==> src/rtl/csa_accum_ctl.sv <==
// rtl/csa_accum_ctl.sv - multi-operand accumulator holding the running sum in carry-save form
// Operands fold into (p, q) with one 3:2 reduction each; the last operand triggers carry resolution.

module csa_accum_ctl_reductor #(
  parameter int W = 8
) (
  input  logic [W-1:0] a_i,
  input  logic [W-1:0] b_i,
  input  logic [W-1:0] c_i,
  output logic [W-1:0] s_o,
  output logic [W-1:0] c_o
);
  logic [W-1:0] maj;

  assign maj = (a_i & b_i) | (a_i & c_i) | (b_i & c_i);
  assign s_o = a_i ^ b_i ^ c_i;
  // Carry out of the top bit is dropped: all arithmetic is modulo 2^W.
  assign c_o = {maj[W-2:0], 1'b0};
endmodule

module csa_accum_ctl #(
  parameter int W = 8
) (
  input  logic         clk,
  input  logic         rst_n,
  input  logic         in_valid,
  output logic         in_ready,
  input  logic [W-1:0] in_data,
  input  logic         in_last,
  output logic         out_valid,
  input  logic         out_ready,
  output logic [W-1:0] out_sum,
  output logic         busy
);
  typedef enum logic [1:0] {
    ST_ACC     = 2'd0,
    ST_RESOLVE = 2'd1,
    ST_DONE    = 2'd2
  } state_t;

  state_t       state_q, state_d;
  logic [W-1:0] p_q, p_d;
  logic [W-1:0] q_q, q_d;
  logic [W-1:0] sum_q, sum_d;
  logic [W-1:0] red_x, red_s, red_c;

  // Resolve reuses the same reductor with a zero third term.
  assign red_x = (state_q == ST_ACC) ? in_data : '0;

  csa_accum_ctl_reductor #(.W(W)) u_reductor (
    .a_i (p_q),
    .b_i (q_q),
    .c_i (red_x),
    .s_o (red_s),
    .c_o (red_c)
  );

  // Handshake outputs decode registered state only, so no input-to-output path exists.
  assign in_ready  = (state_q == ST_ACC);
  assign out_valid = (state_q == ST_DONE);
  assign busy      = (state_q != ST_ACC);
  assign out_sum   = sum_q;

  always_comb begin
    state_d = state_q;
    p_d     = p_q;
    q_d     = q_q;
    sum_d   = sum_q;
    case (state_q)
      ST_ACC: begin
        if (in_valid) begin
          p_d = red_s;
          q_d = red_c;
          if (in_last) state_d = ST_RESOLVE;
        end
      end
      ST_RESOLVE: begin
        if (q_q == '0) begin
          sum_d   = p_q;
          state_d = ST_DONE;
        end else begin
          p_d = red_s;
          q_d = red_c;
        end
      end
      ST_DONE: begin
        if (out_ready) begin
          p_d     = '0;
          q_d     = '0;
          state_d = ST_ACC;
        end
      end
      default: state_d = ST_ACC;
    endcase
  end

  always_ff @(posedge clk or negedge rst_n) begin
    if (!rst_n) begin
      state_q <= ST_ACC;
      p_q     <= '0;
      q_q     <= '0;
      sum_q   <= '0;
    end else begin
      state_q <= state_d;
      p_q     <= p_d;
      q_q     <= q_d;
      sum_q   <= sum_d;
    end
  end
endmodule
==> config.mk <==
export PLATFORM = sky130hd
export DESIGN_NAME = csa_accum_ctl
export DESIGN_NICKNAME = d
export VERILOG_FILES = /design/src/rtl/csa_accum_ctl.sv
export SDC_FILE = /design/constraint.sdc
export NUM_CORES = 1
export LEC_CHECK = 0
export ABC_AREA = 1
export CAP_MARGIN = 10
export CORE_UTILIZATION = 46
export DETAILED_ROUTE_END_ITERATION = 10
export PLACE_DENSITY = 0.74
export SYNTH_ARGS = -nofsm -noshare
export SYNTH_HDL_FRONTEND = slang
export SYNTH_SLANG_ARGS = --single-unit
==> constraint.sdc <==
create_clock -name clk -period 1.6 [get_ports clk]
set_input_delay 0.32 -clock clk [delete_from_list [all_inputs] [get_ports clk]]
set_output_delay 0.32 -clock clk [all_outputs]
set_load 0.03 [all_outputs]
After elaboration in Yosys (flattened, before gate mapping):

Index checks and enable logic that the tools add are counted.

* flip-flop bits (word level): 26
* latch bits: 0
* memory bits (writable): 0
* ROM bits: 0
* input port bits: 13
* memories kept: 0

* add/sub/neg operators: 0
* multipliers: 0
* div/mod/pow operators: 0
* $lt $le $gt $ge: 0
* eq/ne operators: 7
* shifts and indexed selects: 0
* mux-type cells: 13
* bitwise operators: 7
* reduce and logical (&&, ||, !) cells: 7

Operators by type and width (count)
* $mux W8: 6
* $pmux W8 S3: 2
* $and A7 B7 Y7: 3
* $xor A8 B8 Y8: 2
* $or A7 B7 Y7: 2
* $logic_not A8 Y1: 1
* $mux W2: 4
* $reduce_and A4 Y1: 2
* $ne A2 B2 Y1 const B: 3
* $pmux W2 S3: 1
* $ne A2 B1 Y1 const B: 2
* $reduce_bool A3 Y1: 1
* $eq A2 B1 Y1 const B: 1
* $eq A2 B2 Y1 const B: 1
* $logic_not A2 Y1: 1
* $reduce_and A2 Y1: 1
* $reduce_bool A2 Y1: 1

Logic depth before layout (Yosys ltp):

Gate-level depths: netlist (run 1).

* depth in word-level cells: 7
* depth in mapped cells: 9
* depth with buffers taken out: 8

Hierarchy:

From an unflattened synthesis (run 1), not the netlist that was laid out.

* cell total of the unflattened synthesis: 193
* area total of the unflattened synthesis: 1526.5 um2

Modules (own cells, without submodules)
* csa_accum_ctl: times used 1, cells an instance 175, area each 1340.0 um2, sequential area each 650.6 um2
* csa_accum_ctl_reductor: times used 1, cells an instance 18, area each 186.4 um2, sequential area each 0.0 um2

Least setup slack after synthesis (run 1):

OpenSTA, ideal clock, no wires.

* path kind: register to register
* start point: register state_q[0]
* end point: register p_q[4]
* library setup time: 0.117 ns
* arrival time: 1.872 ns
* required time: 1.483 ns
* slack: -0.389 ns
* stages on the path, launching flop included: 9
* path buffers: 0
* cell sequence: dfrtp_1 > inv_2 > nand2_1 > inv_1 > nand2_1 > fa_1 > nor2_1 > nand3_1 > nand2_1

* word-level cells in the longest chain between the ends: 5

RTL lines
* from (decl): RTL line 41 `state_t state_q, state_d;`
* from (signal assigned): RTL line 104 `state_q <= state_d;`
* $logic_not A2 Y1 (*)
* named net in_ready: RTL line 27 `output logic in_ready,`
* $mux W8: RTL line 48 `assign red_x = (state_q == ST_ACC) ? in_data : '0;`
* $xor A8 B8 Y8: RTL line 16 `assign s_o = a_i ^ b_i ^ c_i;`
* $mux W8 (on tied branches): RTL line 78, 71
* $pmux W8 S3: RTL line 69 `case (state_q)`
* to (signal assigned): RTL line 105 `p_q <= p_d;`
* to (decl): RTL line 42 `logic [W-1:0] p_q, p_d;`

The timed path passes the listed nets; every way through them passes the cells marked *. The select of a mux whose other input is x is not followed.
A chain may end at the register's enable or synchronous reset.

Worst setup path after layout (run 1):

* start point: register state_q[0]
* end point: register p_q[4]

* word-level cells in the longest chain between the ends: 5

RTL lines (RTL line)
* $logic_not A2 Y1: 48, 69
* $mux W8: 48
* $xor A8 B8 Y8: 16
* $mux W8 (on tied branches): 78, 71
* $pmux W8 S3: 69

Several ways; a longest one is shown, not always the timed one. The select of a mux whose other input is x is not followed.

==> results.sh, run 1 <==
export IMPL_worst_setup_path_end_kind="flop"
export IMPL_slew_violations=0
export IMPL_synth_nets=191
export IMPL_cp_required_ns=1.87
export IMPL_via_count=1135
export IMPL_cp_startpoint="state_q[0]$_DFFE_PN0P_"
export IMPL_die_x_microns=56.0
export IMPL_fin_cells=230
export IMPL_clkSinkCount=25
export IMPL_die_y_microns=56.0
export IMPL_arrival_ns=1.86
export IMPL_clockBufferDepth=2
export IMPL_post_place_cells=226
export IMPL_ys_seq_area_share_pct=46.6
export IMPL_cts_hold_buf=0
export IMPL_fmax_mhz=630
export IMPL_dp_hpwl_mm=2.09
export IMPL_coreArea_sq_um=2760
export IMPL_vias_per_cell=4.93
export IMPL_met2_length_mm=1.39
export IMPL_drive_gt1_share_pct=12.1
export IMPL_final_nets=220
export IMPL_numCtsBuffers=3
export IMPL_ys_ff_latch=25
export IMPL_drcViolationCount=0
export IMPL_cp_top_family="simple AND/OR/NAND/NOR gates"
export IMPL_grt_ovfl_total=0
export IMPL_track_usage_pct=19.3
export IMPL_antenna_found_initial=0
export IMPL_period_share_pct=99.2
export IMPL_io_buffers=23
export IMPL_crit_chain="inv_2, nand2_4, inv_4, nand2_1, fa_1, nor2_1, nand3_1, nand2_1"
export IMPL_htreeDepth=1
export IMPL_area_growth_pct=24.7
export IMPL_cts_clk_slew_worst_paths_ns=0.15
export IMPL_syn_inst=171
export IMPL_leakage_nw=0.895
export IMPL_wl_met3_microns=113
export IMPL_hold_path_class="input port to asynchronous set/reset pin"
export IMPL_routed_top_layer="met4"
export IMPL_wl_mm=2.82
export IMPL_slowest_delay_ns=0.44
export IMPL_cp_start_kind="flop"
export IMPL_place_congestion=0.844
export IMPL_grt_pass1_vias=1096
export IMPL_clock_skew_ns=0.00777
export IMPL_status="finished clean"
export IMPL_ant_nets=0
export IMPL_cts_root_buf="clkbuf_4"
export IMPL_io_pins=24
export IMPL_diodes=0
export IMPL_max_cap_violations=0
export IMPL_setup_tns_final_ns=0
export IMPL_fin_area_sq_um=1670
export IMPL_grt_max_degree=26
export IMPL_grt_pass1_wl_mm=4.77
export IMPL_power_w=0.00317
export IMPL_crit_top_cell="nand2_1"
export IMPL_peakVddDrop_v=0.00103
export IMPL_dr_first_iter_drc_count=41
export IMPL_firstDrtPassIters=4
export IMPL_crit_type="flop to flop"
export IMPL_cts_tree="built"
export IMPL_rsz0062_at_grt="true"
export IMPL_slew_headroom_pct=78.8
export IMPL_min_period_ns=1.59
export IMPL_yosysWarnings=0
export IMPL_critPathSlowestCell="dfrtp_1"
export IMPL_initial_core_util_pct=48.7
export IMPL_synthDistinctLibCells=19
export IMPL_cp_max_fo=7
export IMPL_avgSynthCellArea_sq_um=7.85
export IMPL_post_cts_buffers=0
export IMPL_setup_viol=0
export IMPL_synth_area_sq_um=1340
export IMPL_r2r_start="state_q[0]$_DFFE_PN0P_"
export IMPL_dieArea_sq_um=3140
export IMPL_place_area_sq_um=1640
export IMPL_wl_per_cell_microns=12.3
export IMPL_placement_rows=19
export IMPL_r2r_slack_ns=0.01
export IMPL_finalHoldViolations=0
export IMPL_power_density_nw_per_um2=1890
export IMPL_worstSkewPairLatency_ns=0.32
export IMPL_worst_slew_pin_slew_ns=0.318
export IMPL_fillers=266
export IMPL_met1_length_mm=1.26
export IMPL_crit_buf_inv=2
cell type report:
type                    count  area (sq um)  area share (%)
well taps                  31          38.8            2.32
flip-flops and latches     25           626            37.4
multi-input cells         117           616            36.8
repair buffers             29           272            16.2
inverters                  24          92.6            5.53
clock inverters             1          7.51           0.448
clock buffers               3          22.5            1.35
registers in the layout (all words and copies together) (netlist names):
signal and flops:
out_sum 8, q_q 7, p_q 8, state_q 2
stage by stage:
stage / hold slack [ns] / utilization [%] / setup slack [ns]
after floorplan: 0.0244 / - / 0.0201
after global placement: 0.454 / 59.6 / -0.0723
after detailed placement: 0.459 / 59.6 / -0.122
after CTS: 0.345 / 60.4 / 0.0182
after global routing: 0.341 / 60.7 / -0.0669
final: 0.334 / 60.7 / 0.0123
cells in the final DEF, fill, tap and decap left out, drive strengths merged:
cell	count
or2	1
clkbuf	3
dfrtp	25
inv	24
dlygate4sd2	8
buf	9
o21ai	8
nand3	17
nor2	24
fa	6
clkdlybuf4s50	12
ha	1
a21oi	1
nand2	59
clkinvlp	1
worst paths after layout:
kind | endpoint | depth (start not counted)
max in group asynchronous | q_q[3]$_DFFE_PN0P_ | 2
hold / removal | p_q[5]$_DFFE_PN0P_ | 2
min in group clk | p_q[1]$_DFFE_PN0P_ | 2
setup reg to reg | p_q[4]$_DFFE_PN0P_ | 8
setup / recovery | p_q[4]$_DFFE_PN0P_ | 8
hold reg to reg | p_q[1]$_DFFE_PN0P_ | 2
timing repair:
action / 4_1_cts / 5_1_grt
gates resized for setup: 11 / 7
pin swaps: 0 / 1
endpoints found under the setup margin: 9 / 25
endpoints found under the hold margin: 0 / 0
cell usage after synthesis:
cell type	instances	area share, %
nand2_1	57	16
nand2_2	1	0.47
ha_1	1	0.93
o21ai_2	1	0.65
buf_6	1	0.84
a21oi_1	1	0.37
or2_1	1	0.47
fa_1	6	8.9
clkbuf_1	1	0.28
nand3_1	17	6.3
inv_1	22	6.2
o21ai_1	1	0.37
nand2_4	1	0.84
dfrtp_1	25	47
o21ai_0	6	2.2
buf_2	3	1.1
inv_2	2	0.56
nor2_1	23	6.4
nor2_2	1	0.47
metal layers:
layer / GRT usage, % / up-vias
li1: - / 576
met1: 27.3 / 523
met2: 30.6 / 30
met3: 2.56 / 6
met4: 6.97 / 0
met5: 0 / -
cell families after synthesis:
kind of cell	synth area share [%]
and+or+nand+nor	30.9
buffers and inverters	8.95
DFF	46.6
AOI/OAI and AO/OA	3.63
adders and majority gates	9.88
power by group:
group / switching (W) / internal (W)
Clock: 0.000201 / 0.0000954
Sequential: 0.000161 / 0.000880
Combinational: 0.00117 / 0.000660
Power figures use the tool's default switching activity.
==> run 2: changes to the inputs <==
--- a/config.mk
+++ b/config.mk
@@ -9,7 +9,7 @@
 export CAP_MARGIN = 10
 export CORE_UTILIZATION = 46
 export DETAILED_ROUTE_END_ITERATION = 10
-export PLACE_DENSITY = 0.74
+export PLACE_DENSITY = 0.77
 export SYNTH_ARGS = -nofsm -noshare
 export SYNTH_HDL_FRONTEND = slang
 export SYNTH_SLANG_ARGS = --single-unit
==> results.sh, run 2 (same netlist as run 1, synthesis figures left out) <==
export IMPL_power_density_nw_per_um2=1870
export IMPL_slew_violations=0
export IMPL_arrival_ns=1.22
export IMPL_htreeDepth=1
export IMPL_status="finished clean"
export IMPL_setup_viol=0
export IMPL_drcViolationCount=0
export IMPL_cp_start_kind="flop"
export IMPL_cts_clk_slew_worst_paths_ns=0.14
export IMPL_wl_per_cell_microns=11.6
export IMPL_dieArea_sq_um=3140
export IMPL_coreArea_sq_um=2760
export IMPL_track_usage_pct=19.8
export IMPL_io_pins=24
export IMPL_holdWs_ns=0.329
export IMPL_leakage_nw=0.903
export IMPL_cp_required_ns=1.28
export IMPL_die_y_microns=56.0
export IMPL_area_growth_pct=25.5
export IMPL_dr_first_iter_drc_count=46
export IMPL_initial_core_util_pct=48.7
export IMPL_slowest_delay_ns=0.41
export IMPL_vias_per_cell=4.91
export IMPL_r2r_start="q_q[5]$_DFFE_PN0P_"
export IMPL_clock_skew_ns=0.00254
export IMPL_grt_ovfl_total=0
export IMPL_layout_cells_most_common="nand2_1"
export IMPL_rsz0062_at_grt="true"
export IMPL_clockBufferDepth=2
export IMPL_worst_setup_path_end_kind="output port"
export IMPL_diodes=0
export IMPL_grt_pass1_vias=1097
export IMPL_r2r_end="out_sum[2]$_DFFE_PN0P_"
export IMPL_slew_headroom_pct=71.9
export IMPL_fmax_mhz=651
export IMPL_io_buffers=23
export IMPL_reg2regPathDepth=5
export IMPL_fin_cells=232
export IMPL_wl_mm=2.68
export IMPL_max_cap_violations=0
export IMPL_r2r_slack_ns=0.09
export IMPL_place_congestion=0.784
export IMPL_grt_pass1_wl_mm=4.75
export IMPL_via_count=1139
export IMPL_ant_nets=0
export IMPL_worstSkewPairLatency_ns=0.33
export IMPL_final_nets=222
export IMPL_min_period_ns=1.54
export IMPL_final_cell_mix="nand2_1, dfrtp_1, nor2_1"
export IMPL_crit_type="flop to output port"
export IMPL_drive_gt1_share_pct=12.9
export IMPL_cts_root_buf="clkbuf_4"
export IMPL_crit_buf_inv=3
export IMPL_die_x_microns=56.0
export IMPL_period_share_pct=96.0
export IMPL_hold_path_class="input port to asynchronous set/reset pin"
export IMPL_power_w=0.00316
export IMPL_dp_hpwl_mm=1.99
export IMPL_post_place_cells=227
export IMPL_worst_slew_pin_slew_ns=0.421
export IMPL_peakVddDrop_v=0.00130
export IMPL_clkSinkCount=25
export IMPL_cts_hold_buf=0
export IMPL_crit_top_cell="inv_2"
export IMPL_cp_top_family="flip-flops"
export IMPL_finalHoldViolations=0
export IMPL_placement_rows=19
export IMPL_antenna_found_initial=0
export IMPL_grt_max_degree=26
export IMPL_setup_tns_final_ns=0
export IMPL_firstDrtPassIters=4
export IMPL_crit_chain="inv_2, nand2_1, inv_2, buf_4"
export IMPL_critPathSlowestCell="dfrtp_1"
export IMPL_cp_max_fo=3
export IMPL_fillers=258
export IMPL_numCtsBuffers=3
export IMPL_cts_tree="built"
## run 2: changes by cell type in the layout (fill, tap and decap cells not counted), sizes merged
cell / previous run / this run
buf: 9 / 11
## run 2: repair_timing
action / CTS / global route
resized for setup: 11 / 7
pin swaps: 0 / 1
setup buffers: 1 / 0
endpoints found under the setup margin: 10 / 18
## run 2: metrics by stage
| step | cell area, sq um | util, % | setup WS [ns] |
|---|---|---|---|
| finish | 1690 | 61.1 | 0.0648 |
| global route | 1690 | 61.1 | -0.00823 |
| CTS | 1680 | 60.9 | 0.00353 |
| detailed placement | 1650 | 59.9 | -0.101 |
| global placement | 1650 | 59.9 | -0.0741 |
| floorplan | 1350 | - | 0.0201 |
## run 2: final cells by class
cell class	count	area [sq um]	area share, %
Clock buffer	3	22.5	1.34
Clock inverter	1	7.51	0.445
Inverter	24	95.1	5.64
Multi-Input combinational cell	117	613	36.4
Sequential cell	25	626	37.1
Tap cell	31	38.8	2.30
Timing Repair Buffer	31	283	16.8
## run 2: power by group
group / leakage [nW] / internal [W] / switching [W] / total, W
clock network: 0.0139 / 0.0000960 / 0.000201 / 0.000297
logic: 0.565 / 0.000679 / 0.00114 / 0.00182
registers: 0.324 / 0.000880 / 0.000155 / 0.00103
total: 0.903 / 0.00166 / 0.00150 / 0.00316
## run 2: worst reg2reg max path, delay by kind of cell (launching register included)
kind	cells	cell delay, ns
and+or+nand+nor	4	0.74
AOI/OAI and AO/OA	1	0.26
DFF	1	0.42
## run 2: worst max path at each step
stage,start,to,slack [ns],cells past startpoint
floorplan,state_q[0]$_DFFE_PN0P_,p_q[4]$_DFFE_PN0P_,0.02,8
global placement,in_data[3],p_q[3]$_DFFE_PN0P_,-0.07,8
detailed placement,in_data[3],p_q[3]$_DFFE_PN0P_,-0.10,8
CTS,state_q[0]$_DFFE_PN0P_,out_valid,0.004,4
global route,state_q[0]$_DFFE_PN0P_,out_valid,-0.008,4
finish,state_q[0]$_DFFE_PN0P_,out_valid,0.06,4
## run 2: layer usage
layer | vias up | track usage, % | wire length (microns)
li1 | 574 | - | -
met4 | 0 | 11.1 | 87
met3 | 10 | 3.02 | 118
met2 | 33 | 29.8 | 1280
met5 | - | 0 | 0
met1 | 522 | 27.5 | 1200
==> run 3: changes to the inputs <==
--- a/config.mk
+++ b/config.mk
@@ -10,6 +10,7 @@
 export CORE_UTILIZATION = 46
 export DETAILED_ROUTE_END_ITERATION = 10
 export PLACE_DENSITY = 0.77
+export REMOVE_ABC_BUFFERS = 1
 export SYNTH_ARGS = -nofsm -noshare
 export SYNTH_HDL_FRONTEND = slang
 export SYNTH_SLANG_ARGS = --single-unit
==> results.sh, run 3 (same netlist as run 1, synthesis figures left out) <==
export IMPL_cts_hold_buf=0
export IMPL_grt_pass1_wl_mm=4.82
export IMPL_io_buffers=23
export IMPL_clockBufferDepth=2
export IMPL_diodes=0
export IMPL_worst_slew_pin_slew_ns=0.317
export IMPL_final_nets=227
export IMPL_holdWs_ns=0.344
export IMPL_die_y_microns=56.0
export IMPL_drcViolationCount=0
export IMPL_die_x_microns=56.0
export IMPL_vias_per_cell=4.85
export IMPL_max_cap_violations=0
export IMPL_clock_skew_ns=0.00663
export IMPL_htreeDepth=1
export IMPL_slew_headroom_pct=78.9
export IMPL_dp_hpwl_mm=2.10
export IMPL_cts_root_buf="clkbuf_4"
export IMPL_place_congestion=0.805
export IMPL_wl_per_cell_microns=11.5
export IMPL_wl_mm=2.73
export IMPL_grt_max_degree=26
export IMPL_clkSinkCount=25
export IMPL_dr_first_iter_drc_count=42
export IMPL_fillers=234
export IMPL_firstDrtPassIters=4
export IMPL_io_pins=24
export IMPL_fmax_mhz=660
export IMPL_slew_violations=0
export IMPL_placement_rows=19
export IMPL_cp_start_kind="flop"
export IMPL_seqPwrFrac_pct=31.9
export IMPL_initial_core_util_pct=48.7
export IMPL_final_cell_mix="nand2_1, dfrtp_1, nor2_1"
export IMPL_grt_pass1_vias=1134
export IMPL_via_count=1150
export IMPL_hold_path_class="input port to asynchronous set/reset pin"
export IMPL_worst_setup_path_end_kind="flop"
export IMPL_layout_cells_most_common="nand2_1"
export IMPL_grt_ovfl_total=0
export IMPL_swShare_pct=46.3
export IMPL_cts_tree="built"
export IMPL_power_density_nw_per_um2=1880
export IMPL_p_int_w=0.00174
export IMPL_cp_max_fo=5
export IMPL_numCtsBuffers=3
export IMPL_cts_clk_slew_worst_paths_ns=0.14
export IMPL_rsz0062_at_grt="false"
export IMPL_power_switching_w=0.00150
export IMPL_dieArea_sq_um=3140
export IMPL_coreArea_sq_um=2760
export IMPL_regArea_sq_um=626
export IMPL_setup_viol=0
export IMPL_arrival_ns=1.74
export IMPL_antenna_found_initial=0
export IMPL_peakVddDrop_v=0.00106
export IMPL_worstSkewPairLatency_ns=0.31
export IMPL_leakage_nw=0.928
export IMPL_p_clk_share_pct=8.7
export IMPL_drive_gt1_share_pct=15.0
export IMPL_post_place_ws_ns=-0.112
export IMPL_period_share_pct=94.7
export IMPL_area_growth_pct=28.1
export IMPL_ant_nets=0
export IMPL_finalHoldViolations=0
export IMPL_track_usage_pct=19.5
export IMPL_finalWorstSetupSlack_ns=0.0855
export IMPL_multi_input_area_sq_um=604
export IMPL_status="finished clean"
export IMPL_p_comb_share_pct=59.4
export IMPL_cp_required_ns=1.83
export IMPL_crit_type="flop to flop"
export IMPL_min_period_ns=1.51
[run 3: cell count changes in the layout (fill, tap and decap cells not counted), moves of 2 or more]
| cell | before | now |
|---|---|---|
| buf_4 | 9 | 13 |
| nand2_2 | 0 | 3 |
| buf_6 | 0 | 2 |
| nand2_4 | 3 | 1 |
[run 3: path summary, 6_finish.rpt]
| path | start | to | slack (ns) | cells after the start |
|---|---|---|---|---|
| max reg2reg | state_q[0]$_DFFE_PN0P_ | p_q[3]$_DFFE_PN0P_ | 0.09 | 9 |
| min | rst_n | q_q[7]$_DFFE_PN0P_ | 0.34 | 2 |
| max | state_q[0]$_DFFE_PN0P_ | p_q[3]$_DFFE_PN0P_ | 0.09 | 9 |
| min in group clk | out_sum[3]$_DFFE_PN0P_ | out_sum[3]$_DFFE_PN0P_ | 0.48 | 2 |
| max in group asynchronous | rst_n | out_sum[1]$_DFFE_PN0P_ | 1.01 | 2 |
| min reg2reg | out_sum[3]$_DFFE_PN0P_ | out_sum[3]$_DFFE_PN0P_ | 0.48 | 2 |
[run 3: power by group through the flow]
stage,clock (W),combinational (W),sequential [W]
2_1_floorplan,0,0.00108,0.00117
3_3_place_gp,0,0.00187,0.00103
3_5_place_dp,0,0.00193,0.00105
4_1_cts,0.000292,0.00190,0.00103
5_1_grt,0.000316,0.00216,0.00107
6_report,0.000282,0.00192,0.00103
[run 3: critical path, cell delays in order, from the launching register on]
cell     delay (ns)
dfrtp_1        0.42
inv_2          0.07
nand2_2        0.08
buf_6          0.14
nor2_2         0.09
fa_1           0.42
inv_1          0.06
nor2_1         0.04
nand3_1        0.07
nand2_1        0.05
[run 3: timing repair]
| item | CTS | global route |
|---|---|---|
| endpoints found under the setup margin | 14 | 7 |
| gates resized for setup | 10 | 6 |
| pin swaps | 0 | 1 |
| setup buffers | 0 | 1 |
[run 3: area by class of cell]
class | count | share of cell area, %
sequential | 25 | 36.4
multi-input combinational | 117 | 35.2
timing repair buffer | 36 | 19.2
inverter | 24 | 5.39
tap | 31 | 2.26
clock buffer | 3 | 1.31
clock inverter | 1 | 0.291
[run 3: per-layer routing]
layer	wire length (microns)	GRT usage, %
met1	1220	25.4
met2	1400	34.0
met3	92	2.79
met4	17	4.88
met5	0	0
[run 3: through the flow]
stage | TNS, ns | power, W | utilization (%) | area (sq um) | std cells
2_1_floorplan | -3.40 | 0.00226 | - | 1310 | 166
3_3_place_gp | -0.137 | 0.00290 | 60.8 | 1680 | 232
3_5_place_dp | -0.231 | 0.00298 | 60.8 | 1680 | 232
4_1_cts | 0 | 0.00322 | 61.4 | 1690 | 236
5_1_grt | 0 | 0.00355 | 62.3 | 1720 | 237
6_report | 0 | 0.00323 | 62.3 | 1720 | 237
